**config.mk**
```make
export PLATFORM = sky130hd
export DESIGN_NAME = vedic_mul_rr_sched
export DESIGN_NICKNAME = d
export VERILOG_FILES = /design/src/rtl/vedic_mul_rr_sched.sv
export SDC_FILE = /design/constraint.sdc
export NUM_CORES = 1
export LEC_CHECK = 0
export BUFFER_PORTS_ARGS = -buffer_cell sky130_fd_sc_hd__buf_4
export CORE_AREA = 2 2 357 359
export CTS_CLUSTER_SIZE = 20
export DETAILED_ROUTE_END_ITERATION = 10
export DIE_AREA = 0 0 359 361
export SYNTH_ARGS = -nofsm -noshare
export SYNTH_HDL_FRONTEND = slang
export SYNTH_SLANG_ARGS = --single-unit
```
**constraint.sdc**
```tcl
create_clock -name clk -period 26.8 [get_ports clk]
set_input_delay 2.68 -clock clk [delete_from_list [all_inputs] [get_ports clk]]
set_output_delay 2.68 -clock clk [all_outputs]
set_load 0.02 [all_outputs]
```
**src/rtl/vedic_mul_rr_sched.sv**
```systemverilog
// -----------------------------------------------------------------------------
// vedic_mul_rr_sched
//   Round-robin scheduler that shares one external pipelined W x W multiplier
//   among NREQ requesters. At most one operand pair is granted per cycle and
//   registered onto the multiplier inputs. A tag pipe of matching depth tracks
//   each in-flight product so that it returns with the id of its issuer.
//
// Ports
//   clk        in   clock, rising edge
//   rst        in   asynchronous reset, active high
//   en         in   1 = new grants allowed; in-flight products always drain
//   req_valid  in   [NREQ]     per-requester operand pair valid
//   req_ready  out  [NREQ]     one-hot grant (combinational from req_valid)
//   req_a      in   [NREQ*W]   operand A, requester i at [i*W +: W]
//   req_b      in   [NREQ*W]   operand B, same packing
//   mul_a      out  [W]        registered operand A to the multiplier
//   mul_b      out  [W]        registered operand B to the multiplier
//   mul_s      in   [2*W]      multiplier product, MUL_LAT cycles after mul_a/b
//   res_valid  out  result strobe, one cycle per product, no backpressure
//   res_id     out  [IDW]      requester that owns res_data
//   res_data   out  [2*W]      registered product
//   inflight   out  [IDW+3]    issued products not yet returned
//   busy       out  inflight != 0
// -----------------------------------------------------------------------------
module vedic_mul_rr_sched #(
   parameter int unsigned W       = 64,
   parameter int unsigned NREQ    = 4,
   parameter int unsigned IDW     = 2,
   parameter int unsigned MUL_LAT = 4
) (
   input  logic                clk,
   input  logic                rst,
   input  logic                en,
   input  logic [NREQ-1:0]     req_valid,
   output logic [NREQ-1:0]     req_ready,
   input  logic [NREQ*W-1:0]   req_a,
   input  logic [NREQ*W-1:0]   req_b,
   output logic [W-1:0]        mul_a,
   output logic [W-1:0]        mul_b,
   input  logic [2*W-1:0]      mul_s,
   output logic                res_valid,
   output logic [IDW-1:0]      res_id,
   output logic [2*W-1:0]      res_data,
   output logic [IDW+2:0]      inflight,
   output logic                busy
);

   localparam logic [IDW+2:0] CNT_ONE = (IDW+3)'(1);

   logic [IDW-1:0]   ptr_q, ptr_d;
   logic             grant_v;
   logic [IDW-1:0]   grant_id;

   logic [W-1:0]     mul_a_q, mul_a_d;
   logic [W-1:0]     mul_b_q, mul_b_d;
   logic             iss_v_q;
   logic [IDW-1:0]   iss_id_q;

   logic             tag_v_q  [MUL_LAT];
   logic [IDW-1:0]   tag_id_q [MUL_LAT];

   logic             res_valid_q;
   logic [IDW-1:0]   res_id_q;
   logic [2*W-1:0]   res_data_q;
   logic [IDW+2:0]   inflight_q, inflight_d;

   // Round-robin search split into two passes: indices above ptr first, then
   // wrap to indices at or below ptr. This is the modulo-NREQ walk starting at
   // ptr+1 without needing a variable-width index computation.
   always_comb begin
      req_ready = '0;
      grant_v   = 1'b0;
      grant_id  = '0;
      if (en) begin
         for (int unsigned i = 0; i < NREQ; i++) begin
            if (!grant_v && req_valid[i] && (IDW'(i) > ptr_q)) begin
               grant_v      = 1'b1;
               grant_id     = IDW'(i);
               req_ready[i] = 1'b1;
            end
         end
         for (int unsigned i = 0; i < NREQ; i++) begin
            if (!grant_v && req_valid[i] && (IDW'(i) <= ptr_q)) begin
               grant_v      = 1'b1;
               grant_id     = IDW'(i);
               req_ready[i] = 1'b1;
            end
         end
      end
   end

   // Issue stage next state: operands hold their last value when idle.
   always_comb begin
      ptr_d   = ptr_q;
      mul_a_d = mul_a_q;
      mul_b_d = mul_b_q;
      if (grant_v) begin
         ptr_d = grant_id;
      end
      for (int unsigned i = 0; i < NREQ; i++) begin
         if (req_ready[i]) begin
            mul_a_d = req_a[i*W +: W];
            mul_b_d = req_b[i*W +: W];
         end
      end
   end

   always_comb begin
      inflight_d = inflight_q;
      unique case ({grant_v, res_valid_q})
         2'b10:   inflight_d = inflight_q + CNT_ONE;
         2'b01:   inflight_d = inflight_q - CNT_ONE;
         default: inflight_d = inflight_q;
      endcase
   end

   always_ff @(posedge clk or posedge rst) begin
      if (rst) begin
         ptr_q       <= IDW'(NREQ - 1);
         mul_a_q     <= '0;
         mul_b_q     <= '0;
         iss_v_q     <= 1'b0;
         iss_id_q    <= '0;
         for (int unsigned i = 0; i < MUL_LAT; i++) begin
            tag_v_q[i]  <= 1'b0;
            tag_id_q[i] <= '0;
         end
         res_valid_q <= 1'b0;
         res_id_q    <= '0;
         res_data_q  <= '0;
         inflight_q  <= '0;
      end else begin
         ptr_q       <= ptr_d;
         mul_a_q     <= mul_a_d;
         mul_b_q     <= mul_b_d;
         iss_v_q     <= grant_v;
         iss_id_q    <= grant_id;
         tag_v_q[0]  <= iss_v_q;
         tag_id_q[0] <= iss_id_q;
         for (int unsigned i = 1; i < MUL_LAT; i++) begin
            tag_v_q[i]  <= tag_v_q[i-1];
            tag_id_q[i] <= tag_id_q[i-1];
         end
         // Tail of the tag pipe lines up with mul_s for the same issue.
         res_valid_q <= tag_v_q[MUL_LAT-1];
         if (tag_v_q[MUL_LAT-1]) begin
            res_id_q   <= tag_id_q[MUL_LAT-1];
            res_data_q <= mul_s;
         end
         inflight_q  <= inflight_d;
      end
   end

   assign mul_a     = mul_a_q;
   assign mul_b     = mul_b_q;
   assign res_valid = res_valid_q;
   assign res_id    = res_id_q;
   assign res_data  = res_data_q;
   assign inflight  = inflight_q;
   assign busy      = (inflight_q != '0);

endmodule

```
## Yosys cells after proc, flatten, opt, wreduce, memory -nomap -nowiden

Cells that the tools add are included.
Widths: inputs -> output; s select.

- Word-level logic and storage cells: 95
- Memories: 0
- Bits in latches: 0
- Bits in registers: 281
- Memory bits (read-only): 0
- RAM bits: 0
- Input port bits: 647

- Multipliers: 0
- Add/subtract/negate cells: 2
- Divide/modulo/power cells: 0
- Muxes and demuxes: 41
- Bitwise operators: 0
- $lt $le $gt $ge: 8
- Reduce and logical (&&, ||, !) cells: 25
- Shift-type cells: 0
- Equality and inequality tests: 2

Operators with widths:

| operator | count |
|---|---|
| $mux 64 | 8 |
| $mux 1 | 24 |
| $logic_and 1x1->1 | 15 |
| $mux 2 | 7 |
| $pmux 5 s2 | 1 |
| $logic_not 1->1 | 7 |
| $add 5x1->5 const B | 1 |
| $reduce_bool 5->1 | 1 |
| $sub 5x1->5 const B | 1 |
| $gt 1x2->1 const A | 2 |
| $gt 2x2->1 const A | 2 |
| $le 1x2->1 const A | 2 |
| $le 2x2->1 const A | 2 |
| $mux 4 | 1 |
| $reduce_bool 4->1 | 1 |
| $eq 2x1->1 const B | 1 |
| $eq 2x2->1 const B | 1 |
| $reduce_bool 2->1 | 1 |

## Logic depth before layout (Yosys ltp)

Gate-level depths: netlist of run 1.

- Depth in word-level cells: 43
- Gate-level depth with buffers: 12

## Worst setup path after synthesis of run 1

No wires, ideal clock.

- Kind: input port to output port
- From: input req_valid[3]
- To: output req_ready[1]
- Cell stages on the path: 6
- Setup slack: 20344 ps
- Data arrival time: 3776 ps
- Data required time: 24120 ps
- Cells stage by stage: and2b_1 nor3b_2 o31ai_4 buf_2 buf_4 nor2_1

- Word-level cells in the longest chain between the ends: 14

RTL lines:

| item | RTL line | RTL |
|---|---|---|
| from (decl) | 34 | `input logic [NREQ-1:0] req_valid,` |
| $logic_and 1x1->1 (*) (2 in a row) | 76 | `if (!grant_v && req_valid[i] && (IDW'(i) > ptr_q)) begin` |
| $mux 1 (*) | 76 |  |
| $mux 1 (*) | 74 | `if (en) begin` |
| $logic_not 1->1 | 83 | `if (!grant_v && req_valid[i] && (IDW'(i) <= ptr_q)) begin` |
| $logic_and 1x1->1 (2 in a row) | 83 |  |
| $mux 1 (*) | 83 |  |
| $mux 1 (*) | 74 |  |
| $logic_not 1->1 (*) | 83 |  |
| $logic_and 1x1->1 (*) (2 in a row) | 83 |  |
| $mux 1 (*) | 83 |  |
| $mux 4 (*) | 74 |  |
| to (decl) | 35 | `output logic [NREQ-1:0] req_ready,` |

Mark *: on every way between the ends. The rest lies on a longest branch, timed or not. The select of a mux whose other input is x is not followed.

## Final worst setup path of run 1

- From: input req_valid[1]
- To: output req_ready[2]

- Word-level cells in the longest chain between the ends: 29
- Elaborated cells between the ends (all ways): 30
- Classes of those cells: mux (13); reduce/logical (17)

RTL lines:

| item | RTL line |
|---|---|
| $logic_and 1x1->1 (2 in a row) | 76 |
| $mux 1 | 76 |
| $mux 1 | 74 |
| $logic_not 1->1 | 76 |
| $logic_and 1x1->1 (2 in a row) | 76 |
| $mux 1 | 76 |
| $mux 1 | 74 |
| $logic_not 1->1 | 76 |
| (+9 left out) | n/a |
| $logic_not 1->1 | 83 |
| $logic_and 1x1->1 (2 in a row) | 83 |
| $mux 1 | 83 |
| $mux 1 | 74 |
| $logic_not 1->1 | 83 |
| $logic_and 1x1->1 (2 in a row) | 83 |
| $mux 1 (*) | 83 |
| $mux 4 (*) | 74 |

Marked as above.

==> results of run 1 <==
[flip-flops by register name, summed over array words and instances, names as in the netlist]
signal and cells:
res_valid 1, tag_id_q 8, res_id 2, iss_v_q 1, tag_v_q 4, ptr_q 2, mul_a 64, mul_b 64
iss_id_q 2, res_data 128, inflight 5
[final cells by class]
cell class | count | area (µm²)
inverters | 10 | 45.0
fillers | 14000 | 103000
clock buffers | 55 | 1140
diodes | 22 | 55.1
clock inverters | 17 | 193
multi-input cells | 696 | 5210
well taps | 1650 | 2060
flip-flops and latches | 281 | 7040
repair buffers | 930 | 7020
[metal layers]
layer / global-route usage / vias up
li1: - / 5951
met1: 0.180 / 6992
met2: 0.242 / 816
met3: 0.0739 / 181
met4: 0.0520 / 56
met5: 0 / -
[synth_stat cells, types with 2 or more instances]
cell,n
xnor2_1,2
a21oi_1,3
o22ai_2,8
inv_1,8
dfrtp_1,279
ha_1,4
o31ai_2,12
a22oi_1,128
buf_8,3
xor2_1,2
buf_2,23
nor2_1,135
o31ai_1,116
nor2b_1,2
clkbuf_1,48
buf_1,4
nand2_1,4
nor3_1,2
a21o_1,4
buf_6,10
dfstp_2,2
inv_2,2
mux2_2,130
buf_4,12
o21ai_0,6
o22ai_1,122
[cells by family (layout without fill, tap and decap cells)]
group                    Yosys count  in the layout
AO/OA/AOI/OAI                    405            405
XOR/XNOR                           4              4
adder cells (fa/ha/maj)            5              5
buffers and inverters            111           1012
flip-flops                       281            281
multiplexers                     131            131
other                              0             22
AND/OR/NAND/NOR                  151            151
[through the flow]
step | worst slack, ns | hold WS, ns | cells | util
floorplan | 16.37 | 0.331 | 1088 | -
finish | 20.30 | 0.337 | 3661 | 0.182
CTS | 20.31 | 0.344 | 3639 | 0.181
detailed placement | 20.32 | 0.335 | 3567 | 0.170
global route | 20.21 | 0.345 | 3650 | 0.181
global placement | 20.35 | 0.333 | 3567 | 0.170
[placed cells by master (no fill, tap or decap), types with 2 or more instances in the layout]
master / instances
nand2_1: 4
o22ai_1: 122
clkinv_2: 4
buf_12: 3
nor3_1: 2
o31ai_1: 116
dfstp_2: 2
ha_1: 4
bufinv_16: 2
a21o_1: 3
inv_16: 2
o21ai_0: 6
clkbuf_1: 8
diode_2: 22
inv_2: 2
inv_1: 7
a22oi_1: 128
clkinvlp_4: 5
buf_4: 927
o31ai_2: 12
inv_6: 3
o22ai_2: 8
mux2_2: 130
nor2_1: 135
clkbuf_16: 41
clkbuf_8: 6
nor2b_1: 2
xnor2_1: 2
dfrtp_1: 278
xor2_1: 2
a21oi_1: 3
[critical path: cells and delay by family]
| kind | cells | cell delay, ns |
|---|---|---|
| AOI/OAI and AO/OA | 2 | 0.30 |
| buffers and inverters | 3 | 0.74 |
| and+or+nand+nor | 1 | 0.08 |
[final timing paths]
check | from | end | slack (ns) | cells after the start
setup / recovery | req_valid[1] | req_ready[2] | 20.30 | 6
hold / removal | tag_id_q[7] | tag_id_q[5] | 0.34 | 0
setup reg to reg | ptr_q[1] | mul_b[29] | 23.34 | 7
hold reg to reg | tag_id_q[7] | tag_id_q[5] | 0.34 | 0
max in group asynchronous | rst | mul_b[24] | 22.44 | 4
min in group asynchronous | rst | res_id[1] | 2.12 | 2
[power by group through the flow]
stage | sequential (mW) | clock [mW] | combinational [mW]
after global routing | 0.583 | 0.590 | 0.667
after CTS | 0.573 | 0.577 | 0.640
after floorplan | 0.660 | 0 | 0.216
final | 0.572 | 0.553 | 0.628
after detailed placement | 0.578 | 0 | 0.640
after global placement | 0.577 | 0 | 0.634
==> impl_metrics.env, run 1 <==
export IMPL_port_buffers=915
export IMPL_path_cells="buf_4 -> a21oi_1 -> o211ai_1 -> buf_4 -> nor2_1 -> buf_4"
export IMPL_antenna_left=0
export IMPL_grt_pass1_wl_um=134000
export IMPL_routed_wl_um=103000
export IMPL_die_w_um=359
export IMPL_synth_edff_count=0
export IMPL_drive_gt1_frac=0.583
export IMPL_finalPower_mw=1.75
export IMPL_yosys_area_top_type="dfrtp_1"
export IMPL_cts_buffer_depth=3
export IMPL_drt_iter0_drc=967
export IMPL_synth_flop_cell="dfrtp_1"
export IMPL_cp_slowest_cell="buf_4"
export IMPL_drv_cap=0
export IMPL_synth_simple_area_share=0.0474
export IMPL_synth_area_mux_share=0.115
export IMPL_cp_data_required_time_ns=24.12
export IMPL_synthArstFlopShare=1.00
export IMPL_yosysTopAreaCellShare=0.544
export IMPL_antenna_found_initial=67
export IMPL_period_minus_slack_ns=6.50
export IMPL_critPathKind="in -> out"
export IMPL_final_setup_tns_ns=0
export IMPL_wl_per_cell_um=28.2
export IMPL_hp_class="reg -> reg"
export IMPL_die_area_um2=130000
export IMPL_rsz0062_at_grt="no"
export IMPL_p_leak_nw=10.2
export IMPL_ys_top_cells_by_area="dfrtp_1 (54%), mux2_2 (11%), a22oi_1 (7.5%)"
export IMPL_postCtsSetupRepairBufs=0
export IMPL_routabilityCongestion=0.900
export IMPL_relSlewSlack=0.261
export IMPL_finalInstanceArea_um2=22800
export IMPL_skew_ns=0.0208
export IMPL_fmax_mhz=154
export IMPL_clock_latency_ns=0.61
export IMPL_seq_power_share=0.326
export IMPL_post_cts_resized=0
export IMPL_highest_layer="met5"
export IMPL_finalNetCount=2611
export IMPL_fin_crit_sh=0.242
export IMPL_tightestPinTransition_ns=1.11
export IMPL_synth_seq_cells=281
export IMPL_htreeDepth=2
export IMPL_pwr_density_cell_nw_per_um2=77.0
export IMPL_drc=0
export IMPL_grt_max_degree=130
export IMPL_cts_inserted_buffers=40
export IMPL_wl_met3_um=11700
export IMPL_m1WireLength_um=40700
export IMPL_grt_use_total=0.153
export IMPL_ys_seq_area_frac=0.548
export IMPL_yosysWarnings=0
export IMPL_coreArea_um2=125000
export IMPL_initial_core_util=0.102
export IMPL_grt_pass1_vias=14200
export IMPL_die_h_um=361
export IMPL_path_common_cell="buf_4"
export IMPL_clkPwrFrac=0.315
export IMPL_hold_buffers=0
export IMPL_synth_fa_ha_area_frac=0.00546
export IMPL_areaGrowthSynthToFinish_pct=77.3
export IMPL_synth_area_um2=12800
export IMPL_clk_pin_slew_ns=0.06
export IMPL_route_met2_wl_um=47100
export IMPL_cts_tree="built"
export IMPL_drt_first_pass_iters=5
export IMPL_yosys_cell_types_count=43
export IMPL_synth_compound_area_frac=0.234
export IMPL_cp_start_kind="input port"
export IMPL_io_pins=916
export IMPL_rows=130
export IMPL_cp_arrival_ns=3.82
export IMPL_avgViaCountPerCell=3.82
export IMPL_finalSetupViolCount=0
export IMPL_synth_top_family_by_area="compound AO/OA/AOI/OAI gates"
export IMPL_cp_max_fo=32
export IMPL_max_vdd_ir_drop_v=0.0000366
export IMPL_syn_nets=1740
export IMPL_grt_overflow=0
export IMPL_slew_viol_final=0
export IMPL_internal_power_mw=1.09
export IMPL_post_dp_hpwl_um=85500
export IMPL_vias=14000
export IMPL_clock_sinks=281
export IMPL_synthCells=1088
export IMPL_combinationalPowerShare=0.358
export IMPL_crit_path_max_incr_delay_ns=0.43
export IMPL_synth_avg_cell_area_um2=11.8
export IMPL_synth_xor_area_frac=0.00273
export IMPL_crit_path_end_kind="output port"
export IMPL_place_area_um2=21400
export IMPL_switchingPower_mw=0.660
export IMPL_status="complete, no violations"
export IMPL_hold_viol=0
export IMPL_swShare=0.377
export IMPL_cts_root_buf="clkbuf_16"
Note: power is estimated with default switching activity, not from simulation.
==> inputs of run 2 (changes only) <==
--- a/config.mk
+++ b/config.mk
@@ -6,10 +6,10 @@
 export NUM_CORES = 1
 export LEC_CHECK = 0
 export BUFFER_PORTS_ARGS = -buffer_cell sky130_fd_sc_hd__buf_4
-export CORE_AREA = 2 2 357 359
+export CORE_AREA = 2 2 359 361
 export CTS_CLUSTER_SIZE = 20
 export DETAILED_ROUTE_END_ITERATION = 10
-export DIE_AREA = 0 0 359 361
+export DIE_AREA = 0 0 361 363
 export SYNTH_ARGS = -nofsm -noshare
 export SYNTH_HDL_FRONTEND = slang
 export SYNTH_SLANG_ARGS = --single-unit
==> constraint.sdc (replaced) <==
create_clock -name clk -period 6.8 [get_ports clk]
set_input_delay 0.68 -clock clk [delete_from_list [all_inputs] [get_ports clk]]
set_output_delay 0.68 -clock clk [all_outputs]
set_load 0.02 [all_outputs]
==> run 2 against run 1 <==
Against the previous run: setup slack lost 17 ns; via count fell by 2.1%; critical endpoint is now inflight[4]; core utilization decreased by 0.088 points; combinational power rose to 4.0 times the previous value; global-route usage rose by 0.18 points.
==> impl_metrics.env, run 2 (synthesis gave the netlist of run 1 again) <==
export IMPL_status="complete, no violations"
export IMPL_relSlewSlack=0.268
export IMPL_areaGrowthSynthToFinish_pct=78.7
export IMPL_final_common_cell="buf_4"
export IMPL_cts_tree="built"
export IMPL_initial_core_util=0.101
export IMPL_cp_start_kind="input port"
export IMPL_dp_cells=3585
export IMPL_tightestPinTransition_ns=1.10
export IMPL_cp_top_family="simple AND/OR/NAND/NOR gates"
export IMPL_drv_cap=0
export IMPL_grt_max_degree=130
export IMPL_drt_first_pass_iters=5
export IMPL_io_pins=916
export IMPL_rows=131
export IMPL_postCtsSetupRepairBufs=0
export IMPL_final_setup_tns_ns=0
export IMPL_path_common_cell="buf_4"
export IMPL_post_dp_hpwl_um=89200
export IMPL_skew_ns=0.0382
export IMPL_vias=13700
export IMPL_rsz0062_at_grt="no"
export IMPL_path_cells="buf_4 -> nor2_1 -> a21o_4 -> buf_4 -> ha_1 -> inv_1 -> fa_1 -> nor2b_1 -> o21ai_0 -> nand3_1 -> or3b_2 -> xnor2_1"
export IMPL_p_leak_nw=10.3
export IMPL_max_vdd_ir_drop_v=0.000178
export IMPL_port_buffers=915
export IMPL_pwr_density_cell_nw_per_um2=310
export IMPL_hold_viol=0
export IMPL_die_h_um=363
export IMPL_reg2reg_slack_ns=3.55
export IMPL_num_fill_cells=14100
export IMPL_routabilityCongestion=0.866
export IMPL_drc=0
export IMPL_stdcell_count=3679
export IMPL_avgViaCountPerCell=3.72
export IMPL_clk_pin_slew_ns=0.06
export IMPL_finalSetupViolCount=0
export IMPL_routed_wl_um=106000
export IMPL_cts_root_buf="clkbuf_16"
export IMPL_cts_inserted_buffers=42
export IMPL_fin_crit_sh=0.486
export IMPL_grt_overflow=0
export IMPL_grt_use_total=0.155
export IMPL_cts_buffer_depth=3
export IMPL_crit_path_max_incr_delay_ns=0.53
export IMPL_critPathKind="in -> reg"
export IMPL_critPathBufInv=3
export IMPL_coreArea_um2=127000
export IMPL_die_area_um2=131000
export IMPL_cp_slowest_cell="a21o_4"
export IMPL_setup_ws_ns=3.50
export IMPL_slew_viol_final=0
export IMPL_hp_class="in -> reg"
export IMPL_grt_pass1_wl_um=134000
export IMPL_finalNetCount=2620
export IMPL_period_minus_slack_ns=3.30
export IMPL_cp_data_required_time_ns=7.32
export IMPL_cp_arrival_ns=3.83
export IMPL_clock_latency_ns=0.63
export IMPL_place_ws_ns=2.81
export IMPL_antenna_found_initial=66
export IMPL_drive_gt1_frac=0.585
export IMPL_final_cell_mix="buf_4 (934), dfrtp_1 (278), nor2_1 (135)"
export IMPL_crit_path_end_kind="flip-flop"
export IMPL_largest_reg_flops=128
export IMPL_drt_iter0_drc=893
export IMPL_wl_per_cell_um=28.9
export IMPL_post_cts_resized=0
export IMPL_die_w_um=361
export IMPL_antenna_left=0
export IMPL_htreeDepth=2
export IMPL_grt_pass1_vias=13600
export IMPL_fmax_mhz=303
export IMPL_clock_sinks=281
export IMPL_cp_max_fo=40
[run 2: cell types whose count changed in the layout (fill, tap and decap cells not counted), moves of 2 or more]
cell / previous run / this run
buf_4: 927 / 934
bufinv_16: 2 / 5
clkinv_4: 1 / 3
diode_2: 22 / 16
[run 2: final timing paths]
| kind | start | endpoint | cells after the start |
|---|---|---|---|
| setup / recovery | req_valid[2] | inflight[4] | 12 |
| hold / removal | mul_s[8] | res_data[8] | 2 |
| setup reg to reg | ptr_q[1] | ptr_q[1] | 6 |
| hold reg to reg | tag_id_q[2] | tag_id_q[0] | 0 |
| max in group asynchronous | rst | mul_a[41] | 5 |
| min in group asynchronous | rst | res_data[79] | 3 |
[run 2: what timing repair did]
action | CTS | global route
hold buffers | 1 | 0
hold endpoints to repair | 11 | 0
endpoints found under the setup margin | 0 | 0
[run 2: stage by stage]
step | area, µm² | hold slack [ns] | utilization | power [mW]
after floorplan | 12800 | 0.331 | - | 3.45
after global placement | 21400 | 0.332 | 0.169 | 4.80
after detailed placement | 21400 | 0.336 | 0.169 | 4.83
after CTS | 22900 | 0.207 | 0.180 | 7.30
after global routing | 22900 | 0.238 | 0.180 | 7.48
final | 22900 | 0.272 | 0.181 | 7.12
[run 2: report_power, final]
part           internal, mW  leakage, nW  switching [mW]  total [mW]
clock                  1.41        0.713           0.968        2.38
combinational          1.04         6.30            1.47        2.51
sequential             2.01         3.32           0.224        2.23
total                  4.46         10.3            2.66        7.12
[run 2: layout make-up]
| class | count | area (µm²) | area share |
|---|---|---|---|
| clock inverters | 21 | 312 | 0.0136 |
| inverters | 10 | 41.3 | 0.00180 |
| diodes | 16 | 40.0 | 0.00174 |
| multi-input cells | 696 | 5210 | 0.227 |
| well taps | 1662 | 2080 | 0.0906 |
| flip-flops and latches | 281 | 7040 | 0.307 |
| repair buffers | 937 | 7060 | 0.308 |
| clock buffers | 56 | 1160 | 0.0507 |
[run 2: layer usage]
layer / wire [µm] / global-route usage
met1: 40300 / 0.177
met2: 49800 / 0.252
met5: 397 / 0
met4: 3030 / 0.0429
met3: 12900 / 0.0792
